**src/rtl/axi4l_mailbox.sv**
```systemverilog
// AXI4-lite mailbox on a two-word window: word 0 pushes TX / pops RX, word 1 is status/control.
// TX FIFO is drained by a hardware stream; RX FIFO is filled by one.
module axi4l_mailbox #(
  parameter int unsigned DEPTH_LOG2 = 4
) (
  input  logic        aclk,
  input  logic        areset_n,
  input  logic        awvalid,
  output logic        awready,
  input  logic [2:2]  awaddr,
  input  logic [2:0]  awprot,
  input  logic        wvalid,
  output logic        wready,
  input  logic [31:0] wdata,
  input  logic [3:0]  wstrb,
  output logic        bvalid,
  input  logic        bready,
  output logic [1:0]  bresp,
  input  logic        arvalid,
  output logic        arready,
  input  logic [2:2]  araddr,
  input  logic [2:0]  arprot,
  output logic        rvalid,
  input  logic        rready,
  output logic [31:0] rdata,
  output logic [1:0]  rresp,
  output logic        tx_valid_o,
  input  logic        tx_ready_i,
  output logic [31:0] tx_data_o,
  input  logic        rx_valid_i,
  output logic        rx_ready_o,
  input  logic [31:0] rx_data_i
);

  localparam int unsigned Depth = 2 ** DEPTH_LOG2;
  localparam int unsigned PW = DEPTH_LOG2;
  localparam int unsigned CW = DEPTH_LOG2 + 1;
  localparam logic [CW-1:0] FullCnt = CW'(Depth);

  logic          aw_held_q, aw_held_d, w_held_q, w_held_d, ar_held_q, ar_held_d;
  logic          aw_addr_q, aw_addr_d;
  logic [31:0]   w_data_q, w_data_d;
  logic [3:0]    w_strb_q, w_strb_d;
  logic          bvalid_q, bvalid_d, rvalid_q, rvalid_d;
  logic [1:0]    bresp_q, bresp_d, rresp_q, rresp_d;
  logic [31:0]   rdata_q, rdata_d;
  logic [PW-1:0] tx_wr_q, tx_wr_d, tx_rd_q, tx_rd_d, rx_wr_q, rx_wr_d, rx_rd_q, rx_rd_d;
  logic [CW-1:0] tx_cnt_q, tx_cnt_d, rx_cnt_q, rx_cnt_d;
  logic [31:0]   tx_mem_q [Depth];
  logic [31:0]   rx_mem_q [Depth];

  logic aw_hs, w_hs, b_hs, r_hs, wr_exec, rd_exec;
  logic tx_full, tx_empty, rx_full, rx_empty;
  logic tx_push, tx_pop, tx_flush, rx_push, rx_pop, rx_flush;
  logic [31:0] status;
  logic unused_prot;

  assign unused_prot = ^{awprot, arprot};

  assign awready = !aw_held_q;
  assign wready  = !w_held_q;
  assign arready = !ar_held_q && !rvalid_q;
  assign bvalid  = bvalid_q;
  assign bresp   = bresp_q;
  assign rvalid  = rvalid_q;
  assign rdata   = rdata_q;
  assign rresp   = rresp_q;

  assign aw_hs   = awvalid && awready;
  assign w_hs    = wvalid && wready;
  assign b_hs    = bvalid_q && bready;
  assign r_hs    = rvalid_q && rready;
  assign wr_exec = aw_held_q && w_held_q && !bvalid_q;
  assign rd_exec = arvalid && arready;

  assign tx_full  = (tx_cnt_q == FullCnt);
  assign tx_empty = (tx_cnt_q == '0);
  assign rx_full  = (rx_cnt_q == FullCnt);
  assign rx_empty = (rx_cnt_q == '0);

  assign tx_valid_o = !tx_empty;
  assign tx_data_o  = tx_mem_q[tx_rd_q];
  assign rx_ready_o = !rx_full;

  // Control bits live in byte 0, so only wstrb[0] gates them.
  assign tx_flush = wr_exec && aw_addr_q && w_strb_q[0] && w_data_q[0];
  assign rx_flush = wr_exec && aw_addr_q && w_strb_q[0] && w_data_q[1];
  assign tx_push  = wr_exec && !aw_addr_q && (w_strb_q != 4'h0) && !tx_full;
  assign tx_pop   = tx_valid_o && tx_ready_i;
  assign rx_push  = rx_valid_i && !rx_full && !rx_flush;
  assign rx_pop   = rd_exec && !araddr[2] && !rx_empty;

  assign status = {12'd0, rx_empty, rx_full, tx_empty, tx_full, 8'(rx_cnt_q), 8'(tx_cnt_q)};

  always_comb begin
    aw_held_d = b_hs ? 1'b0 : (aw_hs ? 1'b1 : aw_held_q);
    w_held_d  = b_hs ? 1'b0 : (w_hs ? 1'b1 : w_held_q);
    ar_held_d = r_hs ? 1'b0 : (rd_exec ? 1'b1 : ar_held_q);
    aw_addr_d = aw_hs ? awaddr[2] : aw_addr_q;
    w_data_d  = w_hs ? wdata : w_data_q;
    w_strb_d  = w_hs ? wstrb : w_strb_q;

    bvalid_d = bvalid_q;
    bresp_d  = bresp_q;
    if (b_hs) begin
      bvalid_d = 1'b0;
    end else if (wr_exec) begin
      bvalid_d = 1'b1;
      bresp_d  = (!aw_addr_q && (w_strb_q != 4'h0) && tx_full) ? 2'b10 : 2'b00;
    end

    rvalid_d = rvalid_q;
    rdata_d  = rdata_q;
    rresp_d  = rresp_q;
    if (rd_exec) begin
      rvalid_d = 1'b1;
      if (araddr[2]) begin
        rdata_d = status;
        rresp_d = 2'b00;
      end else begin
        rdata_d = rx_empty ? 32'd0 : rx_mem_q[rx_rd_q];
        rresp_d = rx_empty ? 2'b10 : 2'b00;
      end
    end else if (r_hs) begin
      rvalid_d = 1'b0;
    end
  end

  always_comb begin
    tx_wr_d  = tx_wr_q;
    tx_rd_d  = tx_rd_q;
    tx_cnt_d = tx_cnt_q;
    if (tx_flush) begin
      tx_wr_d  = '0;
      tx_rd_d  = '0;
      tx_cnt_d = '0;
    end else begin
      if (tx_push) tx_wr_d = tx_wr_q + PW'(1);
      if (tx_pop)  tx_rd_d = tx_rd_q + PW'(1);
      if (tx_push && !tx_pop)      tx_cnt_d = tx_cnt_q + CW'(1);
      else if (!tx_push && tx_pop) tx_cnt_d = tx_cnt_q - CW'(1);
    end
  end

  always_comb begin
    rx_wr_d  = rx_wr_q;
    rx_rd_d  = rx_rd_q;
    rx_cnt_d = rx_cnt_q;
    if (rx_flush) begin
      rx_wr_d  = '0;
      rx_rd_d  = '0;
      rx_cnt_d = '0;
    end else begin
      if (rx_push) rx_wr_d = rx_wr_q + PW'(1);
      if (rx_pop)  rx_rd_d = rx_rd_q + PW'(1);
      if (rx_push && !rx_pop)      rx_cnt_d = rx_cnt_q + CW'(1);
      else if (!rx_push && rx_pop) rx_cnt_d = rx_cnt_q - CW'(1);
    end
  end

  always_ff @(posedge aclk or negedge areset_n) begin
    if (!areset_n) begin
      aw_held_q <= 1'b0;
      w_held_q  <= 1'b0;
      ar_held_q <= 1'b0;
      aw_addr_q <= 1'b0;
      w_data_q  <= '0;
      w_strb_q  <= '0;
      bvalid_q  <= 1'b0;
      bresp_q   <= 2'b00;
      rvalid_q  <= 1'b0;
      rdata_q   <= '0;
      rresp_q   <= 2'b00;
      tx_wr_q   <= '0;
      tx_rd_q   <= '0;
      tx_cnt_q  <= '0;
      rx_wr_q   <= '0;
      rx_rd_q   <= '0;
      rx_cnt_q  <= '0;
    end else begin
      aw_held_q <= aw_held_d;
      w_held_q  <= w_held_d;
      ar_held_q <= ar_held_d;
      aw_addr_q <= aw_addr_d;
      w_data_q  <= w_data_d;
      w_strb_q  <= w_strb_d;
      bvalid_q  <= bvalid_d;
      bresp_q   <= bresp_d;
      rvalid_q  <= rvalid_d;
      rdata_q   <= rdata_d;
      rresp_q   <= rresp_d;
      tx_wr_q   <= tx_wr_d;
      tx_rd_q   <= tx_rd_d;
      tx_cnt_q  <= tx_cnt_d;
      rx_wr_q   <= rx_wr_d;
      rx_rd_q   <= rx_rd_d;
      rx_cnt_q  <= rx_cnt_d;
    end
  end

  // Storage is deliberately left unreset; count/pointers define validity.
  always_ff @(posedge aclk) begin
    if (tx_push) tx_mem_q[tx_wr_q] <= w_data_q;
    if (rx_push) rx_mem_q[rx_wr_q] <= rx_data_i;
  end

endmodule

```
**config.mk**
```make
export PLATFORM = sky130hd
export DESIGN_NAME = axi4l_mailbox
export DESIGN_NICKNAME = d
export VERILOG_FILES = /design/src/rtl/axi4l_mailbox.sv
export SDC_FILE = /design/constraint.sdc
export NUM_CORES = 1
export LEC_CHECK = 0
export CAP_MARGIN = 20
export CORE_MARGIN = 4
export CORE_UTILIZATION = 30
export CTS_BUF_LIST = sky130_fd_sc_hd__clkbuf_16
export DETAILED_ROUTE_END_ITERATION = 10
export PLACE_DENSITY_LB_ADDON = 0.15
export SKIP_LAST_GASP = 1
export SYNTH_ARGS = -nofsm -noshare
export SYNTH_HDL_FRONTEND = slang
export SYNTH_SLANG_ARGS = --single-unit
export TNS_END_PERCENT = 1
```
**constraint.sdc**
```tcl
create_clock -name aclk -period 7.3 [get_ports aclk]
set_input_delay 1.46 -clock aclk [delete_from_list [all_inputs] [get_ports aclk]]
set_output_delay 1.46 -clock aclk [all_outputs]
set_load 0.01 [all_outputs]
```
==> out/qor.yml, run 1 <==
status: "completed"
syn-instance-count: 1948
drive_gt1_share_pct: 26.4
power.internal_mw: 14.0
synth_area_um2: 43300
crit_path_end_kind: "output pin"
crit_type: "reg2out"
cts_num_sinks: 1126
placed_area_um2: 47300
worstMarginPinSlew_ns: 1.02
yosys.cell_types.count: 63
place_congestion: 0.718
final_util_pct: 35.7
post-place-ws_ns: 2.33
max_cap_viol_count: 0
root_buffer: "clkbuf_16"
ys_seq_elements: 1126
r2r_cells: 10
die_area_um2: 150000
power_density_nw_per_um2: 384
hp-class: "reg2reg"
yosysWarnings: 0
synth_flop_cell: "edfxtp_1"
grt_setup_unrepaired: "false"
max-clock-path-buffers: 3
drc: 0
post-route-cell-area_um2: 51200
required_ns: 5.84
core_um2: 143000
num_vias: 20100
detail_route.wl_per_cell_um: 26.1
leakage_nw: 16.3
postCtsHoldBufs: 0
worst_slack_ns: 2.03
drt_iter0_markers: 1258
dp_hpwl_um: 57700
whs_ns: 0.481
area_growth_pct: 18.3
start_kind: "flop"
switchingPower_mw: 5.66
power_mw: 19.7
grt_max_degree: 76
port_buffers: 151
report.final.slew_viol_count: 0
cp.arrival_ns: 3.81
initial_core_util_pct: 30.2
hold_viol: 0
grt_use_total_pct: 14.5
fp-row-count: 139
final_cell_mix: "1,024 x edfxtp_1, 283 x mux4_2, 150 x clkdlybuf4s50_1, 123 x clkbuf_16, 96 x dfrtp_1"
pwr-share-comb_pct: 23.6
fin_setup_tns_ns: 0
syn_avg_cell_area_um2: 22.2
antenna_found_initial: 11
yosysSeqAreaShare_pct: 77.0
postRouteAntennaNets: 0
htree_levels: 3
top_level_ports: 160
pwr-share-seq_pct: 46.5
power_frac_clock_pct: 29.9
drtPass1Iterations: 5
worst-r2r-setup-slack_ns: 3.76
worstSkewPairLatency_ns: 0.72
synth-async-reset-ratio_pct: 9.06
die_width_um: 388
fmax_mhz: 190
maxSlewHeadroom_pct: 31.7
final_common_cell: "edfxtp_1"
placedCellCount: 3949
switching_share_pct: 28.7
dieHeight_um: 388
final-setup-viol-count: 0
cts_buffers: 121
critPathMaxFanout: 46
synth-edff-count: 1024
final_cells: 4184
fin_skew_ns: 0.0198
postCtsSetupBuffers: 0
cts_resized: 0
cts_tree: "built"
grt_pass1_wl_um: 158000
finalCritPeriodShare_pct: 72.2
period_minus_slack_ns: 5.27
hold_path_depth: 1
routed_wl_um: 109000
grt-ovfl-total: 0
ir_drop_mv: 0.199
clkTransAtPathRegs_ns: 0.06
nNetsFinal: 2276
grt_pass1_vias: 21900
via_per_inst: 4.80
-- critical path, stage by stage (launching register included) --
cell             delay (ns)
dfrtp_4                0.94
buf_12                 0.44
mux4_2                 0.58
mux4_2                 0.55
clkdlybuf4s50_1        0.51
-- state kept, by name, summed over array words and instances (netlist names) --
signal and flops:
bresp 1, tx_cnt_q 5, tx_wr_q 4, w_data_q 32, rx_cnt_q 5, rvalid 1, ar_held_q 1, rx_rd_q 4
tx_rd_q 4, bvalid 1, w_held_q 1, tx_mem_q 512, aw_held_q 1, rdata 32, aw_addr_q 1, rx_mem_q 512
w_strb_q 4, rresp 1, rx_wr_q 4
-- final cells by class --
class	instances	area [µm²]
Tap cell	1903	2380
Clock buffer	123	3080
Antenna cell	2	5.00
Clock inverter	107	774
Fill cell	13300	92300
Multi-Input combinational cell	702	9540
Timing Repair Buffer	206	2020
Sequential cell	1126	33300
Inverter	15	56.3
-- routing by layer --
metal	wire, µm	vias to the layer above	part of all wire [%]	GRT usage [%]
met5	80	-	0.073	0
met4	2610	14	2.4	3.64
met3	5340	181	4.9	3.51
met2	57300	394	52	25.8
met1	43900	10900	40	17.6
li1	-	8641	-	-
-- final timing paths --
check,startpoint,end
worst min-delay path,rdata[7]$_DFFE_PN0P_,rdata[7]$_DFFE_PN0P_
worst min register to register,rdata[7]$_DFFE_PN0P_,rdata[7]$_DFFE_PN0P_
worst max-delay path,tx_rd_q[0]$_DFFE_PN0P_,tx_data_o[4]
worst max register to register,rx_cnt_q[0]$_DFFE_PN0P_,rx_cnt_q[4]$_DFFE_PN0P_
min in group asynchronous,areset_n,w_data_q[5]$_DFFE_PN0P_
max in group asynchronous,areset_n,rdata[27]$_DFFE_PN0P_
-- Yosys cell counts, types with 8 or more instances --
cell type,count,share of area (%)
clkbuf_1,44,0.38
nand3_1,13,0.15
xor2_1,8,0.16
nand2_1,35,0.30
mux2_2,37,0.96
a21oi_1,36,0.42
buf_1,21,0.18
ha_1,17,0.49
edfxtp_1,1024,71
a21o_1,22,0.38
buf_6,19,0.49
dfrtp_1,102,5.9
nor3_1,9,0.10
a22oi_1,58,1.0
nor4_1,9,0.13
buf_2,14,0.16
nor2_1,65,0.56
xnor2_1,8,0.16
a221oi_1,10,0.20
mux2i_1,11,0.25
mux4_2,283,15
inv_1,14,0.12
-- power groups by stage --
stage | combinational [mW] | sequential, mW | clock, mW
2_1_floorplan | 3.30 | 8.76 | 0
3_3_place_gp | 4.70 | 9.22 | 0
3_5_place_dp | 4.76 | 9.31 | 0
4_1_cts | 4.78 | 9.18 | 6.08
5_1_grt | 5.01 | 9.30 | 6.35
6_report | 4.64 | 9.15 | 5.89
-- logic make-up (layout without fill, tap and decap cells) --
logic type | count (synthesis) | after routing | share of synthesized area [%]
AOI/OAI and AO/OA | 164 | 164 | 2.67
xor gates and xnor gates | 17 | 17 | 0.362
adders and majority gates | 19 | 19 | 0.584
buffers and inverters | 121 | 451 | 1.48
DFF | 1126 | 1126 | 77.0
muxes | 331 | 331 | 16.0
other | 1 | 4 | 0.00867
and+or+nand+nor | 169 | 169 | 1.96
No activity file was read; power rests on OpenSTA's default activity.
==> run 2, diff against run 1 <==
==> constraint.sdc (replaced) <==
create_clock -name aclk -period 4.91 [get_ports aclk]
set_input_delay 0.982 -clock aclk [delete_from_list [all_inputs] [get_ports aclk]]
set_output_delay 0.982 -clock aclk [all_outputs]
set_load 0.01 [all_outputs]
==> out/qor.yml, run 2 (same netlist as run 1, synthesis figures left out) <==
status: "completed"
detail_route.wl_per_cell_um: 26.4
required_ns: 3.93
port_buffers: 151
antenna_found_initial: 10
worstMarginPinSlew_ns: 0.992
leakage_nw: 16.4
clkTransAtPathRegs_ns: 0.06
postCtsHoldBufs: 0
final_cell_mix: "1,024 x edfxtp_1, 283 x mux4_2, 150 x clkdlybuf4s50_1, 121 x clkbuf_16, 96 x dfrtp_1"
cts_num_sinks: 1126
final-setup-viol-count: 0
postRouteAntennaNets: 0
grt_use_total_pct: 14.6
num_vias: 20500
multiInputGateArea_um2: 9550
max-clock-path-buffers: 3
htree_levels: 3
cp.arrival_ns: 3.68
grt_max_degree: 64
critPathMaxStageDelay_ns: 0.85
final_common_cell: "edfxtp_1"
worst_slack_ns: 0.246
drive_gt1_share_pct: 26.9
grt_pass1_vias: 21900
die_area_um2: 150000
cpMostUsedCell: "mux4_2"
worst-r2r-setup-slack_ns: 1.54
hp-class: "in2async"
finalCritPeriodShare_pct: 95.0
area_growth_pct: 18.6
final_util_pct: 35.8
initial_core_util_pct: 30.2
cts_buffers: 121
fp-row-count: 139
start_kind: "flop"
max_cap_viol_count: 0
final-seq-area_um2: 33300
cts_tree: "built"
fill_cells: 13200
ir_drop_mv: 0.337
critPathMaxFanout: 36
reg_top3: "rx_mem_q: 512 flops, tx_mem_q: 512 flops"
crit_chain: "buf_12 > mux4_2 > mux4_2 > clkdlybuf4s50_1"
post-place-ws_ns: 0.914
grt-ovfl-total: 0
place_congestion: 0.737
reg2reg_to: "tx_cnt_q[4]$_DFFE_PN0P_"
hold_viol: 0
worstSkewPairLatency_ns: 0.73
via_per_inst: 4.87
grt_setup_unrepaired: "false"
power_density_nw_per_um2: 569
drt_iter0_markers: 1572
period_minus_slack_ns: 4.66
fin_skew_ns: 0.0283
core_um2: 143000
grt_pass1_wl_um: 159000
drtPass1Iterations: 5
postCtsSetupBuffers: 0
nNetsFinal: 2295
routed_wl_um: 111000
dieHeight_um: 388
report.final.slew_viol_count: 0
maxSlewHeadroom_pct: 33.7
cp.depth: 4
timing.rr.start: "w_strb_q[0]$_DFFE_PN0P_"
critPathBufInv: 2
cts_resized: 0
r2r_cells: 10
drc: 0
crit_path_end_kind: "output pin"
cp_top_family: "multiplexers"
cpMaxStageDelayCell: "dfrtp_4"
dp_hpwl_um: 61200
die_width_um: 388
fmax_mhz: 214
top_level_ports: 160
root_buffer: "clkbuf_16"
crit_type: "reg2out"
run 2: changes by cell type in the layout (fill, tap and decap cells not counted), moves of 2 or more:
cell       previous run  this run
and2_2                0         4
and2_4                4         0
buf_12                6        11
buf_4                48        63
bufinv_16            10         8
clkbuf_16           123       121
clkinv_16             0         2
clkinv_2             25        23
clkinv_4              0         2
clkinv_8              3         0
inv_1                42        44
inv_6                 2         4
run 2: area by class of cell:
type	count	share of cell area, %
clock buffers	121	5.90
diodes	2	0.00975
inverters	15	0.110
flip-flops and latches	1126	64.9
multi-input cells	702	18.6
well taps	1903	4.64
repair buffers	225	4.30
clock inverters	110	1.52
run 2: worst max-delay path by stage:
| stage | slack [ns] | end | from |
|---|---|---|---|
| after floorplan | -0.18 | rx_mem_q[0][0]$_DFFE_PP_ | rx_valid_i |
| after global placement | 0.92 | tx_data_o[27] | tx_rd_q[0]$_DFFE_PN0P_ |
| after detailed placement | 0.91 | tx_data_o[27] | tx_rd_q[0]$_DFFE_PN0P_ |
| after CTS | 0.10 | tx_data_o[27] | tx_rd_q[0]$_DFFE_PN0P_ |
| after global routing | 0.03 | tx_data_o[27] | tx_rd_q[0]$_DFFE_PN0P_ |
| final | 0.25 | tx_data_o[27] | tx_rd_q[0]$_DFFE_PN0P_ |
run 2: worst register-to-register path: cells and delay by family (launching register included):
family                     cells  cell delay (ns)
buffers and inverters          1             0.17
AOI/OAI and AO/OA              5             1.08
DFF                            1             0.52
and+or+nand+nor                3             1.17
adders and majority gates      1             0.29
run 2: per-layer routing:
metal / share of wire (%) / track usage [%]
met4: 2.4 / 3.89
met3: 4.7 / 3.00
met1: 42 / 18.6
met5: 0.047 / 0
met2: 51 / 25.3
run 2: through the flow:
stage	TNS (ns)	area [µm²]	hold slack [ns]	total power [mW]	cells
after floorplan	-17.05	43300	0.482	17.9	1949
after global placement	0	47500	0.465	20.8	3971
after detailed placement	0	47500	0.469	21.0	3971
after CTS	0	51300	0.206	29.8	4202
after global routing	0	51300	0.240	30.7	4202
final	0	51300	0.241	29.2	4204
run 2: power breakdown:
group          switching (mW)  internal (mW)  leakage [nW]
clock network            3.77           4.90          1.98
registers                1.35           12.2          10.5
logic                    3.35           3.68          3.94
